**config.mk**
```make
export PLATFORM = sky130hd
export DESIGN_NAME = fismos
export DESIGN_NICKNAME = d
export VERILOG_FILES = /design/src/rtl/fismos.sv
export SDC_FILE = /design/constraint.sdc
export NUM_CORES = 1
export LEC_CHECK = 0
export ABC_CLOCK_PERIOD_IN_PS = 2400
export CAP_MARGIN = 20
export CORE_MARGIN = 2
export CORE_UTILIZATION = 47
export DETAILED_ROUTE_END_ITERATION = 10
export HOLD_SLACK_MARGIN = 0.1
export PLACE_DENSITY_LB_ADDON = 0.1
export SLEW_MARGIN = 30
export SYNTH_ARGS = -nofsm -noshare
export SYNTH_HDL_FRONTEND = slang
export SYNTH_SLANG_ARGS = --single-unit
```
**constraint.sdc**
```tcl
create_clock -name clk -period 2.4 [get_ports clk]
set_input_delay 0.48 -clock clk [delete_from_list [all_inputs] [get_ports clk]]
set_output_delay 0.48 -clock clk [all_outputs]
set_load 0.03 [all_outputs]
```
**src/rtl/fismos.sv**
```systemverilog
// rtl/fismos.sv - FISMOS console/processing block; FISMOS_IRQ_EN enables interrupt_to_linux
module axil_dp_ram (
    input  logic        clk,
    input  logic        reset,
    input  logic        host_psel,
    input  logic        host_pwrite,
    input  logic [4:0]  host_paddr,
    input  logic [31:0] host_pwdata,
    input  logic [3:0]  rd_addr,
    output logic [31:0] rd_data,
    input  logic        out_we,
    input  logic [3:0]  out_addr,
    input  logic [31:0] out_wdata,
    input  logic        ctrl_we,
    input  logic [31:0] ctrl_wdata,
    output logic [31:0] ctrl_rdata,
    input  logic        status_we,
    input  logic [31:0] status_wdata
);
    logic [31:0] bram_in  [0:31];
    logic [31:0] bram_out [0:31];
    logic [31:0] control_register;
    logic [31:0] status_register;

    // Buffers are host-owned and survive reset; only the registers are cleared.
    always_ff @(posedge clk) begin
        if (host_psel && host_pwrite) bram_in[host_paddr] <= host_pwdata;
        if (out_we) bram_out[{1'b0, out_addr}] <= out_wdata;
    end

    always_ff @(posedge clk) begin
        if (reset) begin
            control_register <= 32'h0;
            status_register  <= 32'h0;
        end else begin
            if (ctrl_we)   control_register <= ctrl_wdata;
            if (status_we) status_register  <= status_wdata;
        end
    end

    assign rd_data    = bram_in[{1'b0, rd_addr}];
    assign ctrl_rdata = control_register;
endmodule

module fismos_AXI_shared_memory (
    input  logic        clk,
    input  logic        reset,
    input  logic        host_psel,
    input  logic        host_pwrite,
    input  logic [4:0]  host_paddr,
    input  logic [31:0] host_pwdata,
    input  logic [3:0]  rd_addr,
    output logic [31:0] rd_data,
    input  logic        out_we,
    input  logic [3:0]  out_addr,
    input  logic [31:0] out_wdata,
    input  logic        ctrl_we,
    input  logic [31:0] ctrl_wdata,
    output logic [31:0] ctrl_rdata,
    input  logic        status_we,
    input  logic [31:0] status_wdata
);
    axil_dp_ram axil_dp_ram_0 (.*);
endmodule

module fismos (
    input  logic        clk,
    input  logic        reset,
    output logic        trap,
    output logic [31:0] out32bit,
    output logic        out32bit_en,
    output logic        interrupt_to_linux
);
    typedef enum logic [2:0] {BOOT, IDLE, PROC, REPORT, FAULT} state_t;

    state_t      state_q, state_d;
    logic [3:0]  idx_q, idx_d;
    logic        phase_q, phase_d;
    logic        trap_q, trap_d;
    logic [7:0]  char_q, char_d;
    logic        en_q, en_d;
    logic        emit;
    logic [31:0] rd_data, ctrl_rdata, ctrl_wdata, status_wdata;
    logic        out_we, ctrl_we, status_we;
`ifdef FISMOS_IRQ_EN
    logic        irq_q, irq_d;
`endif

    function automatic logic [7:0] msg_char(input state_t s, input logic [3:0] i);
        case (s)
            BOOT: case (i)
                4'd0: msg_char = "F";
                4'd1: msg_char = "I";
                4'd2: msg_char = "S";
                4'd3: msg_char = "M";
                4'd4: msg_char = "O";
                4'd5: msg_char = "S";
                default: msg_char = 8'h0A;
            endcase
            REPORT: case (i)
                4'd0: msg_char = "O";
                4'd1: msg_char = "K";
                4'd2: msg_char = 8'h0A;
                default: msg_char = 8'h7E;
            endcase
            default: case (i)
                4'd0: msg_char = "E";
                4'd1, 4'd2: msg_char = "R";
                default: msg_char = 8'h0A;
            endcase
        endcase
    endfunction

    fismos_AXI_shared_memory fismos_AXI_shared_memory_0 (
        .clk(clk), .reset(reset),
        .host_psel(1'b0), .host_pwrite(1'b0), .host_paddr(5'd0), .host_pwdata(32'd0),
        .rd_addr(4'd15 - idx_q), .rd_data(rd_data),
        .out_we(out_we), .out_addr(idx_q), .out_wdata(rd_data ^ 32'hA5A5_A5A5),
        .ctrl_we(ctrl_we), .ctrl_wdata(ctrl_wdata), .ctrl_rdata(ctrl_rdata),
        .status_we(status_we), .status_wdata(status_wdata)
    );

    always_comb begin
        state_d      = state_q;
        idx_d        = idx_q;
        phase_d      = phase_q;
        trap_d       = trap_q;
        char_d       = char_q;
        en_d         = 1'b0;
        emit         = 1'b0;
        out_we       = 1'b0;
        ctrl_we      = 1'b0;
        ctrl_wdata   = ctrl_rdata;
        status_we    = 1'b0;
        status_wdata = 32'h0;
`ifdef FISMOS_IRQ_EN
        irq_d        = irq_q;
`endif
        case (state_q)
            BOOT, REPORT: emit = 1'b1;
            FAULT:        emit = !trap_q;
            IDLE: begin
                if (ctrl_rdata[0]) begin
                    idx_d     = 4'd0;
                    phase_d   = 1'b0;
                    status_we = 1'b1;
                    if (ctrl_rdata[31:24] == 8'hDF) begin
                        state_d = PROC;
`ifdef FISMOS_IRQ_EN
                        irq_d   = 1'b0;
`endif
                    end else begin
                        state_d      = FAULT;
                        status_wdata = 32'h0000_0002;
                    end
                end
            end
            PROC: begin
                // Gated by reset so an abort never lands a write on the reset edge.
                out_we = !reset;
                if (idx_q == 4'd15) begin
                    idx_d        = 4'd0;
                    state_d      = REPORT;
                    status_we    = 1'b1;
                    status_wdata = 32'h0000_0001;
                    ctrl_we      = 1'b1;
                    ctrl_wdata   = ctrl_rdata & ~32'h1;
`ifdef FISMOS_IRQ_EN
                    irq_d        = 1'b1;
`endif
                end else begin
                    idx_d = idx_q + 4'd1;
                end
            end
            default: ;
        endcase
        // Each character takes a strobe cycle followed by a quiet cycle.
        if (emit) begin
            if (!phase_q) begin
                char_d  = msg_char(state_q, idx_q);
                en_d    = 1'b1;
                phase_d = 1'b1;
            end else begin
                phase_d = 1'b0;
                if (idx_q == ((state_q == BOOT) ? 4'd6 : 4'd3)) begin
                    idx_d = 4'd0;
                    if (state_q == FAULT) trap_d  = 1'b1;
                    else                  state_d = IDLE;
                end else begin
                    idx_d = idx_q + 4'd1;
                end
            end
        end
    end

    always_ff @(posedge clk) begin
        if (reset) begin
            state_q <= BOOT;
            idx_q   <= 4'd0;
            phase_q <= 1'b0;
            trap_q  <= 1'b0;
            char_q  <= 8'h0;
            en_q    <= 1'b0;
        end else begin
            state_q <= state_d;
            idx_q   <= idx_d;
            phase_q <= phase_d;
            trap_q  <= trap_d;
            char_q  <= char_d;
            en_q    <= en_d;
        end
    end

`ifdef FISMOS_IRQ_EN
    always_ff @(posedge clk) begin
        if (reset) irq_q <= 1'b0;
        else       irq_q <= irq_d;
    end
    assign interrupt_to_linux = irq_q;
`else
    assign interrupt_to_linux = 1'b0;
`endif

    assign trap        = trap_q;
    assign out32bit    = {24'h0, char_q};
    assign out32bit_en = en_q;
endmodule

```
==> flow_summary.yaml <==
status:
  status: "finished clean"
place:
  portBuffers: 10
  placed_cell_area_um2: 1250
  gp_congestion: 0.850
  dp_hpwl_mm: 1.86
yosys:
  syn-cell-area_um2: 1260
  synth_area_leaders: "dfxtp_1 (27%), buf_4 (16%), a21oi_1 (5.1%)"
  synth_top_area_share: 0.269
  synthFlopType: "dfxtp_1"
  synth_commonest_cells: "buf_4 (27), dfxtp_1 (17), nor2_1 (15)"
  ys_warn_count: 0
  yosys.area.top_type: "dfxtp_1"
  ys_ff_latch: 17
  synth_area_per_cell_um2: 7.80
  synth_edf_count: 0
  synthArstFlopShare: 0
  syn_inst: 162
  ys_types: 46
  yosysMostFrequentCell: "buf_4"
  yosysSeqAreaShare: 0.269
routing:
  finalWirelength_mm: 2.47
  vias: 1063
  viasPerCell: 5.37
  antenna_left: 0
  drtIter0Drc: 33
  firstDrtPassIters: 4
  drc_errors: 0
  routedWlPerCell_um: 12.5
power_and_ir_drop:
  p_leak_nw: 0.514
  seq_power_share: 0.466
  internal_power_mw: 0.417
  power.share.clock: 0.238
  pwr-share-comb: 0.296
  vdd_drop_max_uv: 308
  power_switching_mw: 0.242
  power_density_nw_per_um2: 515
  swShare: 0.367
sta:
  fin_crit_ns: 1.96
  finalCritPeriodShare: 0.816
  hold_viol: 0
  setup_violations: 0
  skew_ns: 0.00273
  max_freq_mhz: 511
  setup_tns_ns: 0
  drv_slew: 0
  timing.hold.ws_ns: 0.456
  rsz0062_at_grt: "no"
run:
  maxCapViolCount: 0
grt:
  grt_pass1_wl_mm: 4.02
  grt_usage: 0.158
  grt_max_degree: 16
  grt-ovfl-total: 0
  antenna_found_initial: 0
  grt_pass1_vias: 899
finish:
  areaGrowthSynthToFinish_pct: 1.29
  design_area_um2: 1280
  layout-drive-gt1-share: 0.0893
  nNetsFinal: 175
  fillCellCount: 249
  antenna_cells: 0
clock_network:
  cts_sinks: 17
  cts_tree: "yes"
  cts_max_path_buffers: 2
  clk_latency_ns: 0.29
  holdBufCountCts: 0
  cts_made_buffers: 3
  cts_htree_levels: 1
  clockRootBuffer: "clkbuf_4"
  ctsResizeCount: 0
  post_cts_buffers: 0
  clk_pin_slew_worst_paths_ns: 0.10
setup_path:
  worstSetupPathType: "reg2reg"
  crit_path_frequent_cell: "a21oi_1"
  cp.depth: 7
  r2r_cells: 7
  startpoint_type: "flip-flop"
  path_cells: "inv_1 -> ha_1 -> or3_1 -> a21oi_1 -> nor4_1 -> a311o_1 -> a21oi_1"
  crit_buf_inv: 1
  critPathTopFamily: "compound AO/OA/AOI/OAI gates"
  end_kind: "flip-flop"
  critPathMaxStageDelay_ns: 0.47
  critPathSlowestCell: "dfxtp_1"
  cp.required_ns: 2.63
  critPathMaxFanout: 8
  crit_arrival_ns: 2.19
hold_path:
  hp-class: "reg2reg"
  min_path_cells: 2
floorplanning:
  die_area_um2: 3120
  die_y_um: 55.9
  initial_core_util: 0.501
  core-area_um2: 2520
  num_rows: 18
  die_x_um: 55.9
  io_pins: 37
==> area by class of cell <==
type	instances	area, µm²	share of cell area
repair buffers	12	115	0.0899
clock inverters	1	5.00	0.00391
clock buffers	3	22.5	0.0176
well taps	30	37.5	0.0293
flip-flops and latches	17	340	0.266
inverters	9	33.8	0.0264
multi-input cells	126	726	0.567
==> logic make-up after synthesis <==
group           after synthesis  synth area share
other cells                   1           0.00297
flops                        17             0.269
fa+ha+maj                     5            0.0475
buf+inv                      44             0.231
mux                           2            0.0158
compound gates               42             0.223
simple gates                 51             0.211
==> layout by cell type (no fill, tap or decap), drive strengths merged, types with 2 or more instances in the layout <==
cell            n
a211oi          3
a21o            2
a21oi          13
buf             2
clkbuf          3
clkdlybuf4s50  10
conb           26
dfxtp          17
ha              4
inv             9
mux2i           2
nand2          10
nand2b          2
nand3           4
nor2           16
nor3            5
nor4            2
o21ai           9
o31ai           2
or3             6
==> metrics by stage <==
| step | setup slack, ns | util | std cells | total power, mW |
|---|---|---|---|---|
| CTS | 0.433 | 0.507 | 198 | 0.663 |
| global placement | 0.539 | 0.497 | 194 | 0.507 |
| global route | 0.335 | 0.507 | 198 | 0.691 |
| finish | 0.441 | 0.507 | 198 | 0.660 |
| floorplan | 0.651 | - | 187 | 0.493 |
| detailed placement | 0.459 | 0.497 | 194 | 0.507 |
==> sequential cells by signal, summed over array words and instances, names as in the netlist <==
signal and flops:
idx_q 4, trap 1, out32bit_en 1, phase_q 1, char_q 7, state_q 3
==> path summary, 6_finish.rpt <==
path / from / slack (ns) / endpoint
min: char_q[4] / 0.46 / char_q[4]
max: idx_q[0] / 0.44 / char_q[1]
min reg2reg: char_q[4] / 0.46 / char_q[4]
max reg2reg: idx_q[0] / 0.44 / char_q[1]
==> power by group through the flow <==
stage | registers (mW) | logic (mW) | clock network [mW]
5_1_grt | 0.310 | 0.207 | 0.173
2_1_floorplan | 0.334 | 0.159 | 0
4_1_cts | 0.308 | 0.194 | 0.161
3_5_place_dp | 0.314 | 0.193 | 0
3_3_place_gp | 0.314 | 0.193 | 0
6_report | 0.308 | 0.195 | 0.157
==> per-layer routing <==
layer  track usage  vias to the layer above  wire (µm)  share of wire
li1              -                      531          -              -
met5             0                        -          0              0
met1         0.214                      482       1150           0.47
met3        0.0279                        5        142          0.058
met2         0.260                       45       1140           0.46
met4        0.0408                        0         29          0.012
==> tightest hold or removal path: stages, from the launching register on <==
cell,delay [ns]
dfxtp_1,0.32
nand2_1,0.05
a21oi_1,0.05
No activity file was read; power rests on OpenSTA's default activity.
